[config.mk]
export PLATFORM = sky130hd
export DESIGN_NAME = speckle_scan_engine
export DESIGN_NICKNAME = d
export VERILOG_FILES = /design/src/rtl/speckle_scan_engine.sv
export SDC_FILE = /design/constraint.sdc
export NUM_CORES = 1
export LEC_CHECK = 0
export CELL_PAD_IN_SITES_DETAIL_PLACEMENT = 2
export CELL_PAD_IN_SITES_GLOBAL_PLACEMENT = 2
export CORE_ASPECT_RATIO = 1.5
export CORE_MARGIN = 2
export CORE_UTILIZATION = 28
export DETAILED_ROUTE_END_ITERATION = 16
export PLACE_DENSITY_LB_ADDON = 0.1
export SETUP_SLACK_MARGIN = 0.15
export SLEW_MARGIN = 10
export SYNTH_ARGS = -nofsm -noshare
export SYNTH_HDL_FRONTEND = slang
export SYNTH_SLANG_ARGS = --single-unit
export TNS_END_PERCENT = 5
[constraint.sdc]
create_clock -name clk -period 2.4 [get_ports clk]
set_input_delay 0.24 -clock clk [delete_from_list [all_inputs] [get_ports clk]]
set_output_delay 0.24 -clock clk [all_outputs]
set_load 0.02 [all_outputs]
[src/rtl/speckle_scan_engine.sv]
`default_nettype none
// ============================================================================
// Module   : speckle_scan_engine
// Purpose  : Frame scanner for the speckle sensor array. Walks a one-hot token
//            through the row/column shift chains, fires one ADC conversion per
//            pixel and writes the samples raster-order into frame RAM.
// Options  : SSC_HOT_COUNT_EN - enables the per-frame hot-pixel counter that
//            drives o_hot_count (tied to 0 when undefined).
// Revision : 1.0 - initial release
// ============================================================================
module speckle_scan_engine #(
  parameter  int COLS        = 24,
  parameter  int ROWS        = 24,
  parameter  int NB_DATA     = 12,
  parameter  int NB_FREQ_DIV = 24,
  parameter  int NB_SETTLE   = 8,
  parameter  int ADC_TIMEOUT = 1024,
  localparam int NB_RAM_ADDR = $clog2(COLS*ROWS)
) (
  input  logic                   clk,
  input  logic                   i_rst_n,
  input  logic                   i_start,
  input  logic                   i_continuous,
  input  logic                   i_stop,
  input  logic [NB_FREQ_DIV-1:0] i_clk_div_sr,
  input  logic [NB_SETTLE-1:0]   i_settle,
  input  logic [NB_DATA-1:0]     i_umbral,
  input  logic [NB_DATA-1:0]     i_adc_val,
  input  logic                   i_adc_done,
  output logic                   o_adc_trigger,
  output logic                   o_chip_row_clk,
  output logic                   o_chip_row_rst,
  output logic                   o_chip_row_ena,
  output logic                   o_chip_row_data,
  output logic                   o_chip_col_clk,
  output logic                   o_chip_col_rst,
  output logic                   o_chip_col_data,
  output logic                   o_ram_we,
  output logic [NB_RAM_ADDR-1:0] o_ram_addr,
  output logic [NB_DATA-1:0]     o_ram_data,
  output logic                   o_busy,
  output logic                   o_frame_done,
  output logic                   o_timeout_err,
  output logic [NB_RAM_ADDR:0]   o_hot_count
);

  localparam int NB_COL = $clog2(COLS);
  localparam int NB_ROW = $clog2(ROWS);
  localparam int NB_TO  = $clog2(ADC_TIMEOUT + 1);
  localparam int NB_CNT = (NB_SETTLE > NB_TO) ? NB_SETTLE : NB_TO;

  localparam logic [NB_COL-1:0] c_COL_LAST = NB_COL'(COLS - 1);
  localparam logic [NB_ROW-1:0] c_ROW_LAST = NB_ROW'(ROWS - 1);
  localparam logic [NB_CNT-1:0] c_TO_LAST  = NB_CNT'(ADC_TIMEOUT - 1);

  localparam logic [3:0] c_S_IDLE      = 4'd0;
  localparam logic [3:0] c_S_CHAIN_RST = 4'd1;
  localparam logic [3:0] c_S_ROW_LOAD  = 4'd2;
  localparam logic [3:0] c_S_COL_LOAD  = 4'd3;
  localparam logic [3:0] c_S_SETTLE    = 4'd4;
  localparam logic [3:0] c_S_CONVERT   = 4'd5;
  localparam logic [3:0] c_S_STORE     = 4'd6;
  localparam logic [3:0] c_S_COL_ADV   = 4'd7;
  localparam logic [3:0] c_S_ROW_ADV   = 4'd8;
  localparam logic [3:0] c_S_DONE      = 4'd9;

  logic [3:0]             r_state;
  logic [3:0]             w_next;
  logic [NB_FREQ_DIV-1:0] r_div_cnt;
  logic [NB_FREQ_DIV-1:0] w_div_last;
  logic                   r_phase;
  logic                   w_chain_state;
  logic                   w_tick;
  logic                   w_shift_end;
  logic [NB_CNT-1:0]      r_cnt;
  logic [NB_CNT-1:0]      w_settle_last;
  logic                   w_settle_zero;
  logic                   w_settle_done;
  logic                   w_timeout;
  logic [NB_COL-1:0]      r_col;
  logic [NB_ROW-1:0]      r_row;
  logic [NB_RAM_ADDR-1:0] r_addr;
  logic [NB_DATA-1:0]     r_sample;
  logic                   r_timeout_err;
  logic                   w_col_last;
  logic                   w_row_last;
  logic                   w_run;

  // Chain states are paced by the shift tick; a divider of 0 behaves as 1.
  assign w_chain_state = (r_state == c_S_CHAIN_RST) || (r_state == c_S_ROW_LOAD) ||
                         (r_state == c_S_COL_LOAD)  || (r_state == c_S_COL_ADV)  ||
                         (r_state == c_S_ROW_ADV);
  assign w_div_last    = (i_clk_div_sr == '0) ? '0 : (i_clk_div_sr - NB_FREQ_DIV'(1));
  assign w_tick        = w_chain_state && (r_div_cnt >= w_div_last);
  // Phase 0 = setup (clock low, data valid), phase 1 = clock high.
  assign w_shift_end   = w_tick && r_phase;

  assign w_settle_zero = (i_settle == '0);
  assign w_settle_last = NB_CNT'(i_settle) - NB_CNT'(1);
  assign w_settle_done = w_settle_zero || (r_cnt >= w_settle_last);
  assign w_timeout     = (r_cnt >= c_TO_LAST);
  assign w_col_last    = (r_col == c_COL_LAST);
  assign w_row_last    = (r_row == c_ROW_LAST);
  assign w_run         = !i_stop;

  // State register.
  always_ff @(posedge clk or negedge i_rst_n) begin
    if (!i_rst_n) r_state <= c_S_IDLE;
    else          r_state <= w_next;
  end

  // Next-state logic; stop beats every other transition.
  always_comb begin
    w_next = r_state;
    if (i_stop) begin
      w_next = c_S_IDLE;
    end else begin
      case (r_state)
        c_S_IDLE:      if (i_start) w_next = c_S_CHAIN_RST;
        c_S_CHAIN_RST: if (w_tick) w_next = c_S_ROW_LOAD;
        c_S_ROW_LOAD:  if (w_shift_end) w_next = c_S_COL_LOAD;
        c_S_COL_LOAD:  if (w_shift_end) w_next = w_settle_zero ? c_S_CONVERT : c_S_SETTLE;
        c_S_SETTLE:    if (w_settle_done) w_next = c_S_CONVERT;
        c_S_CONVERT:   if (i_adc_done || w_timeout) w_next = c_S_STORE;
        c_S_STORE: begin
          if (!w_col_last)      w_next = c_S_COL_ADV;
          else if (!w_row_last) w_next = c_S_ROW_ADV;
          else                  w_next = c_S_DONE;
        end
        c_S_COL_ADV:   if (w_shift_end) w_next = w_settle_zero ? c_S_CONVERT : c_S_SETTLE;
        c_S_ROW_ADV:   if (w_shift_end) w_next = c_S_COL_LOAD;
        c_S_DONE:      w_next = i_continuous ? c_S_CHAIN_RST : c_S_IDLE;
        default:       w_next = c_S_IDLE;
      endcase
    end
  end

  // Pad, strobe and status outputs decoded from the state; stop silences them at once.
  always_comb begin
    o_chip_row_clk  = w_run && ((r_state == c_S_ROW_LOAD) || (r_state == c_S_ROW_ADV)) && r_phase;
    o_chip_row_rst  = w_run && (r_state == c_S_CHAIN_RST);
    o_chip_row_data = w_run && (r_state == c_S_ROW_LOAD);
    o_chip_row_ena  = w_run && !((r_state == c_S_IDLE) || (r_state == c_S_CHAIN_RST) ||
                                 (r_state == c_S_ROW_LOAD));
    o_chip_col_clk  = w_run && ((r_state == c_S_COL_LOAD) || (r_state == c_S_COL_ADV)) && r_phase;
    o_chip_col_rst  = w_run && ((r_state == c_S_CHAIN_RST) ||
                                ((r_state == c_S_ROW_ADV) && !r_phase));
    o_chip_col_data = w_run && (r_state == c_S_COL_LOAD);
    o_adc_trigger   = w_run && (r_state == c_S_CONVERT) && (r_cnt == '0);
    o_ram_we        = w_run && (r_state == c_S_STORE);
    o_frame_done    = w_run && (r_state == c_S_DONE);
    o_busy          = (r_state != c_S_IDLE);
    o_ram_addr      = r_addr;
    o_ram_data      = r_sample;
    o_timeout_err   = r_timeout_err;
  end

  // Shift-tick prescaler and clock phase; both restart on every state change.
  always_ff @(posedge clk or negedge i_rst_n) begin
    if (!i_rst_n) begin
      r_div_cnt <= '0;
      r_phase   <= 1'b0;
    end else if ((w_next != r_state) || !w_chain_state) begin
      r_div_cnt <= '0;
      r_phase   <= 1'b0;
    end else if (w_tick) begin
      r_div_cnt <= '0;
      r_phase   <= ~r_phase;
    end else begin
      r_div_cnt <= r_div_cnt + NB_FREQ_DIV'(1);
    end
  end

  // Cycle counter shared by settle delay and ADC timeout.
  always_ff @(posedge clk or negedge i_rst_n) begin
    if (!i_rst_n) begin
      r_cnt <= '0;
    end else if ((w_next != r_state) ||
                 !((r_state == c_S_SETTLE) || (r_state == c_S_CONVERT))) begin
      r_cnt <= '0;
    end else begin
      r_cnt <= r_cnt + NB_CNT'(1);
    end
  end

  // Pixel position, RAM address, captured sample and sticky timeout flag.
  always_ff @(posedge clk or negedge i_rst_n) begin
    if (!i_rst_n) begin
      r_col         <= '0;
      r_row         <= '0;
      r_addr        <= '0;
      r_sample      <= '0;
      r_timeout_err <= 1'b0;
    end else if (w_run) begin
      case (r_state)
        c_S_IDLE: if (i_start) r_timeout_err <= 1'b0;
        c_S_CHAIN_RST: begin
          r_col  <= '0;
          r_row  <= '0;
          r_addr <= '0;
        end
        c_S_CONVERT: begin
          if (i_adc_done) begin
            r_sample <= i_adc_val;
          end else if (w_timeout) begin
            r_sample      <= '0;
            r_timeout_err <= 1'b1;
          end
        end
        c_S_STORE: begin
          if (!w_col_last) begin
            r_col  <= r_col + NB_COL'(1);
            r_addr <= r_addr + NB_RAM_ADDR'(1);
          end else if (!w_row_last) begin
            r_col  <= '0;
            r_row  <= r_row + NB_ROW'(1);
            r_addr <= r_addr + NB_RAM_ADDR'(1);
          end
        end
        default: ;
      endcase
    end
  end

`ifdef SSC_HOT_COUNT_EN
  logic [NB_RAM_ADDR:0] r_hot_run;
  logic [NB_RAM_ADDR:0] r_hot_count;

  // Count samples strictly above threshold; publish the total when the frame completes.
  always_ff @(posedge clk or negedge i_rst_n) begin
    if (!i_rst_n) begin
      r_hot_run   <= '0;
      r_hot_count <= '0;
    end else if (w_run) begin
      if (r_state == c_S_CHAIN_RST) begin
        r_hot_run <= '0;
      end else if ((r_state == c_S_STORE) && (r_sample > i_umbral)) begin
        r_hot_run <= r_hot_run + (NB_RAM_ADDR+1)'(1);
      end
      if (r_state == c_S_DONE) r_hot_count <= r_hot_run;
    end
  end

  assign o_hot_count = r_hot_count;
`else
  logic w_unused_umbral;
  assign w_unused_umbral = ^i_umbral;
  assign o_hot_count     = '0;
`endif

endmodule
`default_nettype wire

After elaboration in Yosys (flattened, before gate mapping)
Index checks and enable logic that the tools add are counted.

$add $sub $neg: 7. Magnitude comparators: 3. Muxes and demuxes: 33. Bitwise logic cells: 2. Eq/ne operators: 18. Reductions and logical operators: 50.

Operators with widths (number): $mux W24 (3); $mux W4 (8); $pmux W4 S8 (1); $add A24 B1 Y24 const B (1); $ge A24 B24 Y1 (1); $logic_not A24 Y1 (1); $mux W12 (2); $sub A24 B1 Y24 const B (1); $mux W10 (2); $mux W5 (4); $pmux W10 S2 (1); $pmux W5 S2 (2); $eq A4 B3 Y1 const B (4); $logic_and A1 B1 Y1 (16); $logic_or A1 B1 Y1 (14); $add A11 B1 Y11 const B (1); $ge A11 B10 Y1 const B (1); $ge A11 B11 Y1 (1); $logic_not A11 Y1 (1); $mux W11 (1); $add A10 B1 Y10 const B (1); $add A5 B1 Y5 const B (2); $eq A5 B5 Y1 const B (2); $ne A2 B2 Y1 const B (5); 18 further kinds (37).

Input port bits: 62. Register bits after elaboration: 73. Word-level logic and storage cells: 122. Output and inout bits: 45.

Logic depth before layout (Yosys ltp)
Gate-level depths: netlist of the first run.

Word-level depth: 13. Gate-level depth with buffers: 18. Gate-level depth less buffers: 15.

Worst setup path after synthesis of the first run
No wires, ideal clock.

Path kind: input port to flip-flop. Start: in i_clk_div_sr[5]. End: reg r_state[0]. Cell stages on the path: 16. Data required time: 2.261 ns. Setup time: 0.139 ns. Buffers on the path: 1. Data arrival time: 3.443 ns. Setup slack: -1.183 ns. Cell sequence: nor4_1 -> and2b_1 -> nand3_1 -> nor3b_1 -> and3b_1 -> xor2_1 -> nand2_1 -> ha_1 -> nand4_1 -> nor2_1 -> a41oi_1 -> and3_1 -> buf_2 -> or3b_2 -> o21ai_0 -> o221ai_1.

Longest elaborated chain between the ends: 8. Elaborated cells on any way between the ends: 11. Those cells by class: add/sub: 1; order compare: 1; mux: 6; reduce/logical: 3.

RTL lines: start: declaration (line 25) `input logic [NB_FREQ_DIV-1:0] i_clk_div_sr,`; $sub A24 B1 Y24 or $logic_not A24 Y1 (tied branches) (line 93) `assign w_div_last = (i_clk_div_sr == '0) ? '0 : (i_clk_div_sr - NB_FREQ_DIV'(1));`; $mux W24 (*) (line 93); $ge A24 B24 Y1 (*) (line 94) `assign w_tick = w_chain_state && (r_div_cnt >= w_div_last);`; $logic_and A1 B1 Y1 (*) (line 94); $logic_and A1 B1 Y1 (line 96) `assign w_shift_end = w_tick && r_phase;`; $mux W4, on equally long branches; $pmux W4 S8 (*) (line 118) `case (r_state)`; $mux W4 (*) (line 115) `if (i_stop) begin`; net w_next[0] (line 68) `logic [3:0] w_next;`; end signal: assignment (line 108) `if (!i_rst_n) r_state <= c_S_IDLE;`; end signal: assignment (line 109) `else r_state <= w_next;`; end: declaration (line 67) `logic [3:0] r_state;`.

Mark *: on every way through the listed nets, which the timed path passes. The rest lies on a longest branch. A chain may end at the register's enable or synchronous reset.

Final worst setup path of the first run
Start: in i_clk_div_sr[6]. End: reg r_phase.

Longest elaborated chain between the ends: 11. Elaborated cells on any way between the ends: 15. Those cells by class: add/sub: 1; order compare: 1; eq/ne: 1; mux: 7; reduce/logical: 5.

RTL lines: $sub A24 B1 Y24 or $logic_not A24 Y1 (tied branches) (line 93); $mux W24 (*) (line 93); $ge A24 B24 Y1 (*) (line 94); $logic_and A1 B1 Y1 (*) (line 94); $logic_and A1 B1 Y1 (line 96); $mux W4, on equally long branches; $pmux W4 S8 (line 118); $mux W4 (line 115); $ne A4 B4 Y1 (line 163) `end else if ((w_next != r_state) || !w_chain_state) begin`; $logic_or A1 B1 Y1 (line 163); $mux W1 or $reduce_bool A2 Y1 (tied branches); end signal: assignment (line 168) `r_phase <= ~r_phase;`; end: declaration (line 71) `logic r_phase;`.

Mark *: on every way between the ends. The rest lies on a longest branch, timed or not.

==> results of run 1 <==
==> kinds of logic (layout without fill, tap and decap cells) <==
kind of cell | Yosys count | in the layout
fa+ha+maj | 44 | 44
xor+xnor | 68 | 68
flops | 73 | 73
other cells | 1 | 11
compound gates | 89 | 89
simple gates | 291 | 292
buf+inv | 52 | 249
==> cell usage after synthesis (all sizes together), types with 3 or more instances <==
cell type	count	area [um^2]
dfrtp	73	1830
a21oi	26	130
or3b	3	26.3
nand3	37	185
and4	3	26.3
and4b	3	30.0
nor3b	5	42.5
clkbuf	14	53.8
o22ai	3	18.8
nor2	79	299
and3	12	75.1
nor4	9	56.3
a211oi	3	22.5
nor3	12	60.1
ha	44	551
xnor2	20	175
nand2b	12	75.1
nor2b	7	43.8
and2	5	31.3
xor2	48	420
a21o	6	45.0
nand4	17	106
inv	24	90.1
nand3b	4	30.0
o21ai	27	135
nand2	69	259
buf	14	104
a31oi	3	18.8
==> worst max-delay path, delay by kind of cell <==
family / cells / cell delay (ns)
and+or+nand+nor: 10 / 2.29
xor gates and xnor gates: 1 / 0.15
AOI/OAI and AO/OA: 2 / 0.29
buffers and inverters: 2 / 0.25
adders and majority gates: 1 / 0.28
==> path summary, 6_finish.rpt <==
| kind | startpoint | cells past startpoint | to |
|---|---|---|---|
| worst max-delay path | i_clk_div_sr[6] | 16 | r_phase |
| min in group clk | i_adc_val[7] | 3 | o_ram_data[7] |
| worst max register to register | r_cnt[0] | 12 | r_cnt[10] |
| max in group asynchronous | i_rst_n | 1 | r_div_cnt[16] |
| worst min register to register | r_col[1] | 2 | r_col[1] |
| worst min-delay path | i_rst_n | 1 | o_ram_data[10] |
==> where the power goes <==
| part | internal, mW | total, mW | switching [mW] |
|---|---|---|---|
| logic | 0.254 | 0.540 | 0.286 |
| clock network | 1.01 | 1.56 | 0.546 |
| registers | 1.25 | 1.27 | 0.0131 |
| total | 2.52 | 3.36 | 0.845 |
==> final cells by class <==
cell class	count	area share, %
well taps	252	3.96
clock buffers	10	2.88
inverters	24	1.13
flip-flops and latches	73	23.0
clock inverters	5	1.32
multi-input cells	504	44.9
repair buffers	210	22.9
==> timing repair <==
item	CTS	global route
resized for setup	111	22
gates cloned	2	0
endpoints found under the setup margin	57	59
setup buffers	18	2
hold buffers	0	0
pin swaps	30	17
==> state kept, by name, summed over array words and instances, names as in the netlist <==
register / count
o_ram_addr: 10
o_ram_data: 12
o_timeout_err: 1
r_cnt: 11
r_col: 5
r_div_cnt: 24
r_phase: 1
r_row: 5
r_state: 4
==> per-stage QoR <==
step | hold WS, ns | setup TNS [ns] | utilization (%) | instances | worst slack, ns
2_1_floorplan | -0.0556 | -24.50 | - | 628 | -0.705
3_3_place_gp | 0.461 | -59.42 | 38.6 | 1041 | -1.59
3_5_place_dp | 0.477 | -66.00 | 38.6 | 1041 | -1.84
4_1_cts | 0.113 | -28.76 | 42.8 | 1076 | -0.877
5_1_grt | 0.158 | -38.89 | 43.1 | 1078 | -1.01
6_report | 0.0641 | -31.48 | 43.1 | 1078 | -0.845
==> per-layer routing <==
| metal | part of all wire (%) | track usage (%) | vias to the layer above | wire length [um] |
|---|---|---|---|---|
| li1 | - | - | 2549 | - |
| met1 | 37 | 20.4 | 2642 | 6850 |
| met2 | 59 | 39.8 | 107 | 10900 |
| met3 | 2.6 | 2.26 | 29 | 489 |
| met4 | 2.0 | 5.33 | 0 | 377 |
| met5 | 0 | 0 | - | 0 |
==> run_results.csv, run 1 <==
group,metric,value,unit
layout,regArea,0.00183,mm^2
routing,first_iter_violations,115,
routing,vias_per_cell,4.94,
layout,final_common_cell,"buf_4",
place,dpl_cell_area,0.00713,mm^2
pwr,leakage,3.68,nW
synth,ys_types,62,
floorplanning,core-area,0.0185,mm^2
synth,post_synth.cell_area_avg,8.48,um^2
routing,dr.pass1.iters,4,
sta,worst_slack,-0.845,ns
worst_setup_path,crit_fanout,4,
sta,fin_skew,0.00904,ns
layout,multiInputGateArea,0.00357,mm^2
synth,netlist_area,0.00524,mm^2
synth,synthAdderAreaFrac,10.5,%
worst_setup_path,critPathRequiredTime,2.66,ns
sta,setup_violations,40,
grt,grt-ovfl-total,0,
synth,ys_seq_area_share,34.9,%
layout,drive_gt1_share,26.3,%
layout,area_growth_syn_to_layout,51.7,%
place,dp_hpwl,13900,um
routing,route.vias.total,5327,
cts,clk_path_buf_depth,2,
sta,slew_headroom,33.9,%
routing,wirelength,18600,um
synth,synthMuxAreaShare,0,%
outcome,violations,"negative setup slack",
layout,final.fill_count,2077,
synth,synth_warnings,0,
floorplanning,chipHeight,172,um
sta,fmax,308,MHz
min_path,hp-class,"in -> async",
pwr,power.density,423,mW/mm^2
synth,synth_xor_xnor_area_share,11.4,%
floorplanning,die_w,116,um
synth,synth_ff_type,"dfrtp_1",
cts,h-tree-depth,3,
cts,cts_tree,"built",
outcome,outcome,"finished with violations",
worst_setup_path,crit_slowest_cell,"or4b_4",
synth,synth-simple-area-share,27.9,%
place,io_buffers,83,
grt,grt_usage,19.5,%
floorplanning,dieArea,0.0199,mm^2
worst_setup_path,critPathMaxStageDelay,0.49,ns
grt,antenna_found_initial,0,
synth,ys_async_sr_fraction,100,%
worst_setup_path,rrSetupSlack,-0.09,ns
layout,final_cell_mix,"buf_4, dfrtp_1, nor2_1",
synth,synth_compound_area_share,10.6,%
pwr,power.total,3.36,mW
routing,drtAntennaViolNets,0,
sta,slew_viol_final,0,
synth,synth_top_family_by_area,"simple AND/OR/NAND/NOR gates",
cts,cts_inserted_buffers,9,
synth,ys_seq_elements,73,
worst_setup_path,critPathLaunchType,"input port",
floorplanning,rows,61,
cts,clk_latency,0.34,ns
floorplanning,start_util,28.4,%
grt,grt_first_pass_wirelength,30600,um
worst_setup_path,path_cells,"buf_6 > nor4_4 > and2b_2 > nand3_4 > nor3b_4 > and3b_1 > xor2_1 > nand2_1 > ha_4 > nand4_1 > nor2_2 > a41oi_2 > and3_4 > buf_4 > or4b_4 > a21boi_2",
routing,wl_per_cell,17.3,um
floorplanning,io_pins,107,
sta,rsz0062_at_grt,"true",
synth,synth_cells,618,
sta,worst_pin_slew,0.992,ns
routing,route.detailed.drc,0,
synth,synth_edf_count,0,
flow_run,max_cap_violations,0,
grt,grt_pass1_vias,6000,
worst_setup_path,critPathKind,"in -> reg",
cts,cts_root_buf,"clkbuf_16",
layout,layout.nets,928,
layout,final_area,0.00795,mm^2
layout,diodes,0,
sta,hold_viol_final,0,
cts,cts_sinks,73,
sta,min_period,3.25,ns
grt,grt_max_degree,74,
pwr,vdd_drop_max,254,uV
sta,period_share,135,%
place,place.gp.congestion,0.829,
worst_setup_path,critPathCaptureType,"register",
cts,path_clk_slew,0.06,ns
worst_setup_path,worstPathArrival,3.51,ns
No activity file was read; power rests on OpenSTA's default activity.
==> inputs of run 2 (changes only) <==
Settings changed: CAP_MARGIN from default to 20, GPL_ROUTABILITY_DRIVEN from default to 1.
==> run 2 against run 1 <==
  * The flow still finishes with violations (negative setup slack)
  * First-iteration DRC count fell by 11%
  * Clock power barely moved
  * Hold slack improved by 0.33 ns
  * Largest power group unchanged
  * Register-to-register slack barely moved
  * Core utilization rose by 0.20 points
  * Via count barely moved
  * Clock skew barely moved
  * Maximum frequency barely moved
==> run_results.csv, run 2 (synthesis results as in run 1) <==
group,metric,value,unit
floorplanning,rows,61,
cts,cts_root_buf,"clkbuf_16",
place,place.gp.congestion,0.829,
routing,top_layer,"met4",
place,dp.cells,1041,
sta,period_share,135,%
floorplanning,core-area,0.0185,mm^2
layout,largest_register_ffs,24,
sta,fin_tns_setup,-31.29,ns
worst_setup_path,critPathLaunchType,"input port",
sta,worst_slack,-0.843,ns
grt,grt_max_degree,74,
layout,area_growth_syn_to_layout,52.4,%
routing,wl_met3,468,um
cts,h-tree-depth,3,
layout,diodes,0,
grt,grt_pass1_vias,6000,
routing,route.vias.total,5323,
sta,setup_violations,40,
outcome,outcome,"finished with violations",
grt,grt-ovfl-total,0,
worst_setup_path,critPathMaxStageDelay,0.49,ns
pwr,p_clk_share,46.2,%
sta,fmax,308,MHz
flow_run,max_cap_violations,0,
layout,drive_gt1_share,26.3,%
worst_setup_path,critPathTopFamily,"simple AND/OR/NAND/NOR gates",
routing,first_iter_violations,102,
cts,path_clk_slew,0.06,ns
routing,wirelength,18600,um
pwr,intPower,2.52,mW
cts,cts_sinks,73,
worst_setup_path,crit_slowest_cell,"or4b_4",
pwr,p_sw,0.845,mW
layout,final_area,0.00799,mm^2
pwr,leakage,3.70,nW
worst_setup_path,cp.depth,16,
routing,wl_met2,10900,um
sta,hold_viol_final,0,
outcome,violations,"negative setup slack",
worst_setup_path,critPathKind,"in -> reg",
floorplanning,dieArea,0.0199,mm^2
routing,vias_per_cell,4.93,
cts,clk_latency,0.34,ns
layout,layout.nets,930,
sta,min_period,3.24,ns
pwr,power.share.switching,25.1,%
pwr,power.density,422,mW/mm^2
worst_setup_path,critPathCaptureType,"register",
floorplanning,io_pins,107,
routing,wl_per_cell,17.2,um
layout,regMostFlops,"r_div_cnt",
pwr,combPwrFrac,16.2,%
layout,utilization,43.3,%
place,io_buffers,83,
layout,final_cell_mix,"buf_4, dfrtp_1, nor2_1",
grt,antenna_found_initial,0,
routing,wl_met1,6880,um
sta,rsz0062_at_grt,"true",
grt,grt_first_pass_wirelength,30600,um
worst_setup_path,worstPathArrival,3.51,ns
cts,clk_path_buf_depth,2,
pwr,vdd_drop_max,254,uV
floorplanning,chipHeight,172,um
layout,final_common_cell,"buf_4",
floorplanning,start_util,28.4,%
routing,dr.pass1.iters,4,
worst_setup_path,crit_fanout,4,
place,dp_hpwl,13900,um
grt,grt_usage,19.5,%
floorplanning,die_w,116,um
layout,final.fill_count,2072,
worst_setup_path,critPathBufInv,2,
place,dpl_cell_area,0.00713,mm^2
cts,cts_tree,"built",
layout,layout.cells.non_filler,1080,
sta,fin_skew,0.00903,ns
min_path,hp-class,"in -> async",
routing,drtAntennaViolNets,0,
cts,cts_inserted_buffers,9,
sta,whs,0.389,ns
worst_setup_path,r2r.worst_path.cells,12,
pwr,seq_power_share,37.6,%
routing,route.detailed.drc,0,
worst_setup_path,path_cells,"buf_6 > nor4_4 > and2b_2 > nand3_4 > nor3b_4 > and3b_1 > xor2_1 > nand2_1 > ha_4 > nand4_1 > nor2_2 > a41oi_2 > and3_4 > buf_4 > or4b_4 > a21boi_2",
sta,slew_viol_final,0,
worst_setup_path,critPathRequiredTime,2.66,ns
run 2: changes by cell type in the layout (fill, tap and decap cells not counted):
cell	previous run	this run
dlygate4sd3_1	0	1
buf_16	1	2
run 2: worst register-to-register path: cells and delay by family, from the launching register on:
family	cells	cell delay (ns)
AO/OA/AOI/OAI	5	0.85
flip-flops	1	0.38
buffers and inverters	3	0.31
adder cells (fa/ha/maj)	1	0.26
AND/OR/NAND/NOR	3	0.58
run 2: per-layer routing:
metal	GRT usage (%)	vias to the layer above
li1	-	2552
met1	20.4	2640
met2	39.8	102
met3	2.26	29
met4	5.33	0
met5	0	-
run 2: final timing paths:
check	from	to	slack [ns]
max	i_clk_div_sr[6]	r_phase	-0.84
min reg2reg	r_col[1]	r_col[1]	0.51
min in group clk	i_adc_val[7]	o_ram_data[7]	0.48
max in group asynchronous	i_rst_n	r_div_cnt[16]	1.43
max reg2reg	r_cnt[0]	r_cnt[10]	-0.09
min	i_rst_n	o_ram_data[10]	0.39
run 2: what timing repair did:
| item | in CTS | in global routing |
|---|---|---|
| hold buffers | 0 | 1 |
| setup buffers | 18 | 2 |
| hold endpoints to repair | 0 | 30 |
| pin swaps | 30 | 17 |
| resized for setup | 111 | 22 |
| setup endpoints to repair | 57 | 59 |
| cloned | 2 | 0 |
run 2: area by class of cell:
type | instances | area, um^2 | share of cell area, %
Clock buffer | 10 | 229 | 2.87
Clock inverter | 5 | 105 | 1.32
Inverter | 24 | 90.1 | 1.13
Timing Repair Buffer | 212 | 1860 | 23.2
Multi-Input combinational cell | 504 | 3570 | 44.7
Sequential cell | 73 | 1830 | 22.9
Tap cell | 252 | 315 | 3.95
run 2: power by group through the flow:
stage / clock, mW / combinational (mW) / sequential, mW
2_1_floorplan: 0 / 0.196 / 1.31
3_3_place_gp: 0 / 0.501 / 1.29
3_5_place_dp: 0 / 0.522 / 1.29
4_1_cts: 1.60 / 0.545 / 1.27
5_1_grt: 1.65 / 0.606 / 1.27
6_report: 1.56 / 0.547 / 1.27
run 2: metrics by stage:
step / power [mW] / worst slack, ns
finish: 3.37 / -0.843
global route: 3.52 / -1.01
CTS: 3.41 / -0.877
detailed placement: 1.81 / -1.84
global placement: 1.79 / -1.59
floorplan: 1.51 / -0.705
==> inputs of run 3 (changes only) <==
Settings changed: CORE_MARGIN 2 to 5, GPL_TIMING_DRIVEN from default to 0, SKIP_LAST_GASP from default to 1.
==> run 3 against run 2 <==
  * The flow still finishes with violations (negative setup slack)
  * Design area shrank 9.1%
  * Global-route usage fell by 2.8 points
  * Core utilization fell by 3.9 points
  * First-iteration DRC count rose by 25%
  * Total power shrank 3.9%
  * Cell count down 7.2%
  * Hold slack worse by 0.0023 ns
  * Flip-flop and latch count is the same
  * Highest routed layer unchanged
==> run_results.csv, run 3 (synthesis results as in run 1) <==
group,metric,value,unit
place,place.gp.congestion,0.806,
worst_setup_path,worst_path_most_repeated_cell,"buf_6",
routing,route.detailed.drc,0,
layout,final_area,0.00726,mm^2
sta,slew_viol_final,0,
sta,rsz0062_at_grt,"true",
layout,drive_gt1_share,14.1,%
layout,final_common_cell,"dfrtp_1",
sta,period_share,141,%
floorplanning,chipHeight,178,um
routing,wl_per_cell,17.4,um
flow_run,max_cap_violations,0,
grt,use_met3,1.98,%
grt,antenna_found_initial,0,
routing,wirelength,17500,um
layout,area_growth_syn_to_layout,38.6,%
cts,h-tree-depth,3,
routing,dr.pass1.iters,5,
grt,grt_max_degree,46,
layout,final_cell_mix,"dfrtp_1, nor2_1, nand2_1",
worst_setup_path,critPathLaunchType,"input port",
sta,slew_headroom,57.1,%
sta,fin_skew,0.00872,ns
routing,route.vias.total,4991,
outcome,violations,"negative setup slack",
cts,cts_tree,"built",
layout,utilization,39.3,%
cts,cts_sinks,73,
floorplanning,io_pins,107,
sta,hold_viol_final,0,
place,dpl_cell_area,0.00652,mm^2
floorplanning,rows,61,
routing,vias_per_cell,4.98,
min_path,hp-class,"in -> async",
sta,worst_pin_slew,0.644,ns
worst_setup_path,crit_slowest_cell,"ha_4",
cts,cts_root_buf,"clkbuf_16",
worst_setup_path,critPathBufInv,4,
sta,min_period,3.39,ns
sta,setup_violations,65,
worst_setup_path,path_cells,"buf_8 > nor4_4 > and2b_2 > nand3_4 > nor3b_4 > and3b_1 > xor2_1 > nand2_1 > ha_4 > nand4_1 > nor2_2 > a41oi_2 > and3_4 > buf_6 > buf_6 > a21o_1 > o211ai_4 > buf_6 > nor2_2",
grt,grt-busiest-layer,"met2",
pwr,vdd_drop_max,307,uV
place,dp_hpwl,13500,um
sta,worst_slack,-0.994,ns
layout,regMostFlops,"r_div_cnt",
floorplanning,start_util,28.4,%
layout,largest_register_ffs,24,
outcome,outcome,"finished with violations",
floorplanning,dieArea,0.0216,mm^2
pwr,power.density,446,mW/mm^2
grt,grt_usage,16.7,%
cts,clk_latency,0.34,ns
routing,first_iter_violations,127,
sta,fmax,295,MHz
cts,cts_inserted_buffers,9,
worst_setup_path,worstPathArrival,3.62,ns
floorplanning,core-area,0.0185,mm^2
cts,clk_path_buf_depth,2,
pwr,power.total,3.24,mW
worst_setup_path,critPathCaptureType,"register",
floorplanning,die_w,122,um
worst_setup_path,critPathRequiredTime,2.62,ns
worst_setup_path,critPathTopFamily,"simple AND/OR/NAND/NOR gates",
grt,grt_pass1_vias,5746,
pwr,leakage,3.22,nW
layout,diodes,0,
place,io_buffers,83,
routing,drtAntennaViolNets,0,
grt,met2_usage,33.9,%
worst_setup_path,crit_fanout,7,
cts,path_clk_slew,0.06,ns
worst_setup_path,critPathKind,"in -> reg",
worst_setup_path,critPathMaxStageDelay,0.28,ns
layout,layout.nets,852,
grt,grt-ovfl-total,0,
grt,grt_first_pass_wirelength,29000,um
grt,met1_usage,17.4,%
-- run 3: cell types whose count changed in the layout (fill, tap and decap cells not counted), moves of 4 or more --
cell / previous run / this run
nor3_2: 8 / 1
nor3_1: 3 / 9
clkbuf_1: 1 / 10
nor2_2: 9 / 5
buf_4: 120 / 29
clkdlybuf4s50_1: 55 / 64
-- run 3: layout make-up --
cell class	instances	area (um^2)
fillers	2090	11200
multi-input cells	503	3460
flip-flops and latches	73	1830
repair buffers	107	1050
well taps	252	315
clock buffers	10	239
plain buffers	28	199
inverters	24	90.1
clock inverters	5	80.1
-- run 3: report_power, final --
part / switching, mW / internal, mW
clock: 0.538 / 0.931
sequential: 0.0126 / 1.25
combinational: 0.276 / 0.226
-- run 3: final timing paths --
path,cells past startpoint,slack [ns],startpoint,to
worst max-delay path,19,-0.99,i_clk_div_sr[3],r_cnt[9]
worst min-delay path,2,0.39,i_rst_n,o_ram_data[9]
worst max register to register,8,-0.42,r_cnt[0],o_ram_data[8]
worst min register to register,1,0.52,r_div_cnt[0],r_div_cnt[0]
max in group asynchronous,3,1.42,i_rst_n,r_col[1]
min in group clk,3,0.50,i_adc_val[4],o_ram_data[4]
-- run 3: per-stage QoR --
step | std cells | hold WS (ns) | setup WS, ns | TNS (ns)
6_report | 1002 | 0.387 | -0.994 | -45.08
5_1_grt | 1002 | 0.443 | -1.16 | -60.09
4_1_cts | 998 | 0.392 | -1.06 | -44.86
3_5_place_dp | 964 | 0.206 | -2.47 | -94.95
3_3_place_gp | 963 | 0.505 | -2.40 | -221.46
2_1_floorplan | 628 | -0.0556 | -0.705 | -24.50
-- run 3: repair_timing --
item | CTS | global route
buffers inserted | 16 | 4
gates resized for setup | 73 | 26
endpoints found under the setup margin | 74 | 76
hold endpoints to repair | 28 | 0
cloned | 2 | 0
pin swaps | 21 | 20
hold buffers | 1 | 0
-- run 3: layer usage --
metal	routed length (um)	vias up
li1	-	2416
met1	6550	2465
met2	10100	87
met3	436	23
met4	367	0
met5	0	-
